## src/rtl/tqvp_uart_tx_arbiter_if.sv

```systemverilog
// Requester, arbiter and TX-engine signal bundle; the arbiter attaches through the slave modport.
interface tqvp_uart_tx_arbiter_if #(
  parameter int NUM_REQ = 4
);
  localparam int GW = $clog2(NUM_REQ);

  logic [NUM_REQ-1:0]   req_valid;
  logic [8*NUM_REQ-1:0] req_data;
  logic [NUM_REQ-1:0]   req_last;
  logic [NUM_REQ-1:0]   req_ready;
  logic                 uart_tx_en;
  logic [7:0]           uart_tx_data;
  logic                 uart_tx_busy;
  logic [GW-1:0]        grant_id;
  logic                 locked;
  logic                 timeout_evt;

  modport master (
    output req_valid, req_data, req_last, uart_tx_busy,
    input  req_ready, uart_tx_en, uart_tx_data, grant_id, locked, timeout_evt
  );

  modport slave (
    input  req_valid, req_data, req_last, uart_tx_busy,
    output req_ready, uart_tx_en, uart_tx_data, grant_id, locked, timeout_evt
  );
endinterface

```

## src/rtl/tqvp_uart_tx_arbiter.sv

```systemverilog
// Round-robin, message-locked sharing of one UART TX engine; accept at N gives en at N+1.
// One byte in flight at a time: no req_ready until the engine's busy has risen and fallen.
module tqvp_uart_tx_arbiter #(
  parameter int NUM_REQ      = 4,
  parameter int LOCK_TIMEOUT = 4096
) (
  input logic                   clk,
  input logic                   rst,
  tqvp_uart_tx_arbiter_if.slave bus
);
  localparam int GW = $clog2(NUM_REQ);
  localparam int TW = $clog2(LOCK_TIMEOUT) + 1;
  localparam logic [TW-1:0] TLAST = TW'(LOCK_TIMEOUT - 1);

  typedef enum logic [1:0] {IDLE, HOLD, ACK, DONE} state_t;

  state_t        state, state_nxt;
  logic [GW-1:0] grant_q, grant_nxt;
  logic          locked_q, locked_nxt;
  logic [7:0]    data_q, data_nxt;
  logic [TW-1:0] timer_q, timer_nxt;
  logic          seen_q, seen_nxt;

  logic [GW-1:0]      cand, pick, acc_idx;
  logic               pick_vld, acc;
  logic [NUM_REQ-1:0] ready;
  logic               tmo;

  // First valid requester after the rotation pointer, wrapping; the pointer itself is checked last.
  always_comb begin
    cand     = grant_q;
    pick     = grant_q;
    pick_vld = 1'b0;
    for (int k = 1; k <= NUM_REQ; k++) begin
      cand = GW'((int'(grant_q) + k) % NUM_REQ);
      if (!pick_vld && bus.req_valid[cand]) begin
        pick_vld = 1'b1;
        pick     = cand;
      end
    end
  end

  always_comb begin
    state_nxt  = state;
    grant_nxt  = grant_q;
    locked_nxt = locked_q;
    data_nxt   = data_q;
    timer_nxt  = timer_q;
    seen_nxt   = seen_q;
    acc        = 1'b0;
    acc_idx    = grant_q;
    tmo        = 1'b0;

    case (state)
      IDLE: begin
        acc     = pick_vld && !bus.uart_tx_busy;
        acc_idx = pick;
      end
      HOLD: begin
        acc     = bus.req_valid[grant_q] && !bus.uart_tx_busy;
        acc_idx = grant_q;
        if (!acc) begin
          if (timer_q == TLAST) begin
            locked_nxt = 1'b0;
            tmo        = 1'b1;
            timer_nxt  = '0;
            state_nxt  = IDLE;
          end else begin
            timer_nxt = timer_q + 1'b1;
          end
        end
      end
      ACK: begin
        seen_nxt  = bus.uart_tx_busy;
        state_nxt = DONE;
      end
      DONE: begin
        if (bus.uart_tx_busy) begin
          seen_nxt = 1'b1;
        end else if (seen_q) begin
          state_nxt = locked_q ? HOLD : IDLE;
        end
      end
      default: state_nxt = IDLE;
    endcase

    if (acc) begin
      data_nxt   = bus.req_data[{acc_idx, 3'b000} +: 8];
      grant_nxt  = acc_idx;
      locked_nxt = !bus.req_last[acc_idx];
      timer_nxt  = '0;
      seen_nxt   = 1'b0;
      state_nxt  = ACK;
    end

    ready = acc ? (NUM_REQ'(1) << acc_idx) : '0;
  end

  always_ff @(posedge clk or posedge rst) begin
    if (rst) begin
      state    <= IDLE;
      grant_q  <= GW'(NUM_REQ - 1);
      locked_q <= 1'b0;
      data_q   <= '0;
      timer_q  <= '0;
      seen_q   <= 1'b0;
    end else begin
      state    <= state_nxt;
      grant_q  <= grant_nxt;
      locked_q <= locked_nxt;
      data_q   <= data_nxt;
      timer_q  <= timer_nxt;
      seen_q   <= seen_nxt;
    end
  end

  assign bus.req_ready    = ready;
  assign bus.uart_tx_en   = (state == ACK);
  assign bus.uart_tx_data = data_q;
  assign bus.grant_id     = grant_q;
  assign bus.locked       = locked_q;
  assign bus.timeout_evt  = tmo;
endmodule

```

## src/flat_wrapper.sv

```systemverilog
// flat-port wrapper written by rule: the top's interface ports become plain ports
module tqvp_uart_tx_arbiter_flat 
#(
  parameter int NUM_REQ      = 4,
  parameter int LOCK_TIMEOUT = 4096
)
  (clk, rst, bus_req_valid, bus_req_data, bus_req_last, bus_uart_tx_busy, bus_req_ready, bus_uart_tx_en, bus_uart_tx_data, bus_grant_id, bus_locked, bus_timeout_evt);
  tqvp_uart_tx_arbiter_if #(.NUM_REQ(NUM_REQ)) bus_i ();
  input logic clk;
  input logic rst;
  input wire logic [$bits(bus_i.req_valid)-1:0] bus_req_valid;
  input wire logic [$bits(bus_i.req_data)-1:0] bus_req_data;
  input wire logic [$bits(bus_i.req_last)-1:0] bus_req_last;
  input wire logic [$bits(bus_i.uart_tx_busy)-1:0] bus_uart_tx_busy;
  output wire logic [$bits(bus_i.req_ready)-1:0] bus_req_ready;
  output wire logic [$bits(bus_i.uart_tx_en)-1:0] bus_uart_tx_en;
  output wire logic [$bits(bus_i.uart_tx_data)-1:0] bus_uart_tx_data;
  output wire logic [$bits(bus_i.grant_id)-1:0] bus_grant_id;
  output wire logic [$bits(bus_i.locked)-1:0] bus_locked;
  output wire logic [$bits(bus_i.timeout_evt)-1:0] bus_timeout_evt;
  assign bus_i.req_valid = bus_req_valid;
  assign bus_i.req_data = bus_req_data;
  assign bus_i.req_last = bus_req_last;
  assign bus_i.uart_tx_busy = bus_uart_tx_busy;
  assign bus_req_ready = bus_i.req_ready;
  assign bus_uart_tx_en = bus_i.uart_tx_en;
  assign bus_uart_tx_data = bus_i.uart_tx_data;
  assign bus_grant_id = bus_i.grant_id;
  assign bus_locked = bus_i.locked;
  assign bus_timeout_evt = bus_i.timeout_evt;
  tqvp_uart_tx_arbiter #(.NUM_REQ(NUM_REQ), .LOCK_TIMEOUT(LOCK_TIMEOUT)) u_core (.clk(clk), .rst(rst), .bus(bus_i));
endmodule
```

## config.mk

```make
export PLATFORM = sky130hd
export DESIGN_NAME = tqvp_uart_tx_arbiter_flat
export DESIGN_NICKNAME = d
export VERILOG_FILES = /design/src/rtl/tqvp_uart_tx_arbiter_if.sv /design/src/rtl/tqvp_uart_tx_arbiter.sv /design/src/flat_wrapper.sv
export SDC_FILE = /design/constraint.sdc
export NUM_CORES = 1
export LEC_CHECK = 0
export CAP_MARGIN = 20
export CORE_MARGIN = 8
export CORE_UTILIZATION = 45
export DETAILED_ROUTE_END_ITERATION = 16
export PLACE_DENSITY = 0.78
export SETUP_SLACK_MARGIN = 0.02
export SYNTH_ARGS = -nofsm -noshare
export SYNTH_HDL_FRONTEND = slang
export SYNTH_SLANG_ARGS = --single-unit
```

## constraint.sdc

```tcl
create_clock -name clk -period 2.85 [get_ports clk]
set_input_delay 0.57 -clock clk [delete_from_list [all_inputs] [get_ports clk]]
set_output_delay 0.57 -clock clk [all_outputs]
set_load 0.01 [all_outputs]
```

==> reports/qor.yml, run 1 <==
synth:
  syn-mean-instance-area_um2: 9.60
  synthFlopType: "dfrtp_1"
  synth_xor_xnor_area_share_pct: 4.79
  synth_adder_area_share_pct: 0.675
  yosysMostFrequentCell: "dfrtp_1"
  synth_top_family_by_area: "simple AND/OR/NAND/NOR gates"
  yosys-mux-area-fraction_pct: 10.9
  synth_warnings: 0
  netlist_top_cells_area: "dfrtp_1 34%, mux2i_1 9.7%, a221oi_2 7.3%"
  synth_area_um2: 1850
  synth_simple_gate_area_share_pct: 25.2
  synth-edff-count: 0
  synth_compound_area_share_pct: 16.9
  netlist_instances: 193
  synthDistinctLibCells: 49
  synthArstFlopShare_pct: 100
  synth_top_area_share_pct: 33.8
  synth-seq-cells: 27
  seq_area_frac_synth_pct: 36.6
  yosys.area.top_type: "dfrtp_1"
  synth_nets: 237
  synth_common_cells: "25 x dfrtp_1, 23 x nor2_1, 18 x mux2i_1"
sta:
  rsz0062_at_grt: "yes"
  fin_crit_ns: 2.85
  fin_crit_sh_pct: 99.8
  tns_ns: 0
  drv_slew: 0
  finalSetupViolCount: 0
  finClkSkew_ns: 0.00819
  hold_viol_final: 0
  postLayoutSetupSlackWorst_ns: 0.00439
  worst_pin_slew_ns: 0.555
  relSlewSlack_pct: 62.7
  max_freq_mhz: 351
  hold_ws_ns: 0.517
cts:
  cts.sinks: 27
  cts_max_path_buffers: 2
  h-tree-depth: 1
  hold_buffers: 0
  clock_latency_ns: 0.28
  path_clk_slew_ns: 0.11
  cts_buffers: 3
  cts_tree: "done"
  cts_root_buffer: "clkbuf_8"
die:
  initial_core_util_pct: 46.7
  core_um2: 3970
  fp.dieW_um: 80.2
  die-area_um2: 6430
  die_y_um: 80.2
  ios: 60
  rows: 23
setup_path:
  r2r-start: "u_core.bus.grant_id[0]$_DFFE_PP1N_"
  cp.buffers_inverters: 3
  crit_chain: "clkdlybuf4s15_2 -> and3b_1 -> o21ai_1 -> or3b_4 -> a221oi_4 -> buf_4 -> nor2b_4 -> buf_6"
  critPathKind: "in -> out"
  cp-start-kind: "input pin"
  crit_path_top_delay_cell: "or3b_4"
  cp_max_fo: 8
  crit_start: "bus_req_valid[3]"
  max_stage_delay_ns: 0.42
  endpoint_kind: "output port"
  cp_data_required_time_ns: 2.28
  crit_family: "simple AND/OR/NAND/NOR gates"
  critPathArrivalTime_ns: 2.28
detailed_routing:
  drt_iter0_drc: 119
  drt-vias-per-instance: 5.43
  highest_layer: "met4"
  drtPass1Iterations: 4
  wl_met1_mm: 2.25
  vias: 1807
  wl_met3_um: 392
  antenna_left: 0
  post_drt_wl_per_cell_um: 16.0
  wl_mm: 5.33
  wl_met2_mm: 2.65
  drc: 0
min_path:
  holdCritPathClass: "reg -> reg"
  hold_start: "u_core.timer_q[4]$_DFFE_PP0P_"
placement:
  dp_hpwl_mm: 3.95
  place_area_um2: 2610
  post-place-ws_ns: -0.710
  place_congestion: 0.794
  port_buffers: 59
power:
  power_density_nw_per_um2: 892
  ir_worst_vdd_mv: 0.599
  p_leak_nw: 1.24
global_route:
  grt.overflow.total: 0
  grt_pass1_wl_mm: 8.50
  grt_antenna_before_repair: 0
  grt_usage_pct: 16.3
  grt_pass1_vias: 1835
  grt_max_degree: 19
final_layout:
  nNetsFinal: 328
  utilization_pct: 70.8
  drive_gt1_share_pct: 26.9
  diodes: 0
  area_growth_pct: 51.8
  final_cell_area_um2: 2810
status:
  status: "complete, no violations"
flow_run:
  maxCapViolations: 0
registers in the layout (all words and copies together), names as in the netlist:
signal / count
u_core.timer_q: 13
u_core.bus.uart_tx_data: 8
u_core.bus.grant_id: 2
u_core.state: 2
u_core.bus.locked: 1
u_core.seen_q: 1
cell families (layout without fill, tap and decap cells):
logic type               after synthesis  in the layout
XOR/XNOR                               8              8
AO/OA/AOI/OAI                         37             37
multiplexers                          19             19
buffers and inverters                 17            107
AND/OR/NAND/NOR                       84             84
adder cells (fa/ha/maj)                1              1
flip-flops                            27             27
through the flow:
stage | instances | power (mW)
floorplan | 193 | 1.56
global placement | 314 | 2.04
detailed placement | 314 | 2.07
CTS | 326 | 2.39
global route | 333 | 2.68
finish | 333 | 2.51
placed cells by master, fill, tap and decap left out, types with 2 or more instances in the layout:
master and instances:
and2_4 2, dfrtp_1 25, nor2_1 23, or3b_4 2, buf_2 3, a21o_1 2
or3_4 2, nor3b_1 3, buf_6 4, inv_1 6, nand2_1 13, a221oi_2 8
nor2b_1 2, nand2b_1 5, clkbuf_8 3, o21ai_1 7, nor4_1 3, clkdlybuf4s50_1 50
nand3_1 4, o22ai_1 2, or2_1 2, mux2i_1 18, dfstp_2 2, nor3_1 8
xnor2_1 6, o21ai_0 6, and3_1 4, buf_4 36, a21oi_1 3
timing repair:
| item | 4_1_cts | 5_1_grt |
|---|---|---|
| buffers inserted | 8 | 7 |
| resized for setup | 34 | 14 |
| pin swaps | 4 | 7 |
| endpoints found under the setup margin | 5 | 4 |
final cells by class:
class | instances | area (um2)
well taps | 50 | 62.6
clock inverters | 1 | 7.51
fillers | 284 | 1160
flip-flops and latches | 27 | 678
repair buffers | 97 | 871
clock buffers | 3 | 41.3
multi-input cells | 149 | 1130
inverters | 6 | 22.5
where the power goes:
| part | internal (mW) | switching (mW) |
|---|---|---|
| Clock | 0.0994 | 0.132 |
| Sequential | 0.544 | 0.119 |
| Combinational | 0.865 | 0.751 |
path summary, 6_finish.rpt:
kind                                                          endpoint  depth (start not counted)  slack [ns]
worst min-delay path                     u_core.timer_q[4]$_DFFE_PP0P_                          1        0.52
worst max register to register  u_core.bus.uart_tx_data[7]$_DFFE_PP0N_                         11        0.37
worst min register to register           u_core.timer_q[4]$_DFFE_PP0P_                          1        0.52
worst max-delay path                                  bus_req_ready[1]                          8       0.004
min in group asynchronous                u_core.timer_q[0]$_DFFE_PP0P_                          2        0.55
max in group asynchronous           u_core.bus.grant_id[0]$_DFFE_PP1N_                          3        1.64
metal layers:
layer | GRT usage [%] | vias up
li1 | - | 875
met1 | 19.0 | 874
met2 | 28.0 | 54
met3 | 5.25 | 4
met4 | 4.18 | 0
met5 | 0 | -
(Power assumes the default switching activity.)
==> run 2, diff against run 1 <==
- ABC_CLOCK_PERIOD_IN_PS: not set -> 2850
- CORE_MARGIN: 8 -> 2
==> run 2 against run 1 <==
Utilization fell by 1.6 points. Critical endpoint is now bus_req_ready[2]. Clock skew fell by 0.0065 ns. Via count fell by 4.8%. Combinational power down 8%. Largest power group unchanged. Cell count down 2.1%. Count of clock-buffer cells in the layout did not move. Non-clock buffer count shrank 7. Global-route usage rose by 6.5 points. Setup slack improved by 0.065 ns. Sequential share of layout area is 0.56 points higher. Wire length decreased by 11%.
==> reports/qor.yml, run 2 (synthesis gave the netlist of run 1 again) <==
die:
  die-area_um2: 4650  # -28%
  ios: 60  # unchanged
  rows: 23  # unchanged
  die_y_um: 68.2  # -15%
  initial_core_util_pct: 46.7  # unchanged
  core_um2: 3970  # unchanged
  fp.dieW_um: 68.2  # -15%
setup_path:
  endpoint_kind: "output port"
  cp_max_fo: 7  # -1
  critPathKind: "reg -> out"
  ff2ff_setup_slack_ns: 0.43  # +0.06 ns
  critPathArrivalTime_ns: 2.21  # -0.07 ns
  cp-start-kind: "flip-flop"
  reg2reg_depth: 9  # -2
  cp_data_required_time_ns: 2.28  # about the same
global_route:
  grt.overflow.total: 0  # unchanged
  grt_max_degree: 28  # +9
  grt_pass1_wl_mm: 8.07  # -5.0%
  grt_usage_pct: 22.8  # +6.5 points
  grt_pass1_vias: 1809  # -1.4%
  grt_antenna_before_repair: 0  # unchanged
sta:
  finalSetupViolCount: 0  # unchanged
  hold_viol_final: 0  # unchanged
  rsz0062_at_grt: "yes"
  relSlewSlack_pct: 75.4  # +13 points
  drv_slew: 0  # unchanged
  worst_pin_slew_ns: 0.364  # -0.191 ns
  finClkSkew_ns: 0.00165  # -0.00654 ns
  max_freq_mhz: 360  # +2.3%
  fin_crit_sh_pct: 97.6  # -2.3 points
  fin_crit_ns: 2.78  # -0.0652 ns
min_path:
  holdPathStages: 1  # unchanged
  holdCritPathClass: "reg -> reg"
placement:
  dp_cells: 316  # +0.64%
  port_buffers: 59  # unchanged
  dp_hpwl_mm: 3.59  # -9.0%
  place_congestion: 0.835  # +5.1%
final_layout:
  layout_commonest_cell: "clkdlybuf4s50_1"
  top_register: "u_core.timer_q"
  final_cell_mix: "50 x clkdlybuf4s50_1, 29 x buf_4, 25 x dfrtp_1"
  n_fill_cell: 328  # +15%
  regArea_um2: 678  # unchanged
  area_growth_pct: 48.3
  utilization_pct: 69.2  # -1.6 points
  nNetsFinal: 321  # -2.1%
  instances_no_fill: 326  # -2.1%
  drive_gt1_share_pct: 24.6  # -2.2 points
  largest_reg_flops: 13  # unchanged
  diodes: 0  # unchanged
  multiInputGateArea_um2: 1120  # -0.44%
detailed_routing:
  drt-vias-per-instance: 5.28  # -2.7%
  drc: 0  # unchanged
  post_drt_wl_per_cell_um: 14.6  # -8.6%
  vias: 1721  # -4.8%
  antenna_left: 0  # unchanged
  drt_iter0_drc: 72  # -39%
  wl_mm: 4.77  # -11%
  drtPass1Iterations: 4  # unchanged
flow_run:
  maxCapViolations: 0  # unchanged
cts:
  cts.sinks: 27  # unchanged
  path_clk_slew_ns: 0.09  # -0.02 ns
  cts_root_buffer: "clkbuf_8"
  cts_buffers: 3  # unchanged
  h-tree-depth: 1  # unchanged
  cts_max_path_buffers: 2  # unchanged
  cts_tree: "done"
  clock_latency_ns: 0.27  # about the same
power:
  ir_worst_vdd_mv: 0.550  # -8.2%
  p_total_mw: 2.37  # -5.8%
  p_leak_nw: 1.23  # -0.84%
  power_density_nw_per_um2: 860  # -3.6%
status:
  status: "complete, no violations"
## run 2: cell type report
cell class | instances | area share (%)
multi-input cells | 149 | 40.9
repair buffers | 90 | 29.6
flip-flops and latches | 27 | 24.7
well taps | 50 | 2.28
clock buffers | 3 | 1.50
inverters | 6 | 0.819
clock inverters | 1 | 0.182
## run 2: worst max-delay path, stage by stage, from the launching register on
cell	delay, ns
dfstp_2	0.60
mux4_2	0.53
mux2i_1	0.20
or3_4	0.20
buf_6	0.11
nor2_4	0.03
and2_1	0.15
buf_6	0.12
## run 2: where the power goes
part           internal, mW  total, mW  switching, mW
Clock                0.0980      0.216          0.118
Combinational         0.779       1.49          0.709
Sequential            0.545      0.662          0.117
## run 2: worst paths after layout
kind | start | endpoint
worst max-delay path | u_core.bus.grant_id[0]$_DFFE_PP1N_ | bus_req_ready[2]
worst min-delay path | u_core.timer_q[4]$_DFFE_PP0P_ | u_core.timer_q[4]$_DFFE_PP0P_
worst max register to register | u_core.bus.grant_id[0]$_DFFE_PP1N_ | u_core.bus.locked$_DFFE_PP0P_
worst min register to register | u_core.timer_q[4]$_DFFE_PP0P_ | u_core.timer_q[4]$_DFFE_PP0P_
max in group asynchronous | rst | u_core.bus.grant_id[1]$_DFFE_PP1N_
min in group asynchronous | rst | u_core.bus.uart_tx_data[0]$_DFFE_PP0N_
## run 2: per-layer routing
metal	part of all wire, %	track usage, %	vias up
met2	51	41.4	46
met3	5.8	6.25	2
met5	0	0	-
met4	0.21	2.25	0
met1	43	27.8	812
li1	-	-	861
## run 2: timing repair
action / 4_1_cts / 5_1_grt
pin swaps: 4 / 8
endpoints found under the hold margin: 0 / 0
gates resized for setup: 31 / 13
hold buffers: 0 / 0
endpoints found under the setup margin: 5 / 5
setup buffers: 3 / 3
## run 2: metrics by stage
step	hold slack [ns]	TNS, ns	worst slack (ns)	area (um2)
6_report	0.511	0	0.0696	2750
3_5_place_dp	0.498	-4.51	-0.731	2640
2_1_floorplan	0.468	0	0.0889	1850
4_1_cts	0.513	0	0.0220	2720
3_3_place_gp	0.489	-3.81	-0.682	2640
5_1_grt	0.541	-0.145	-0.0745	2750
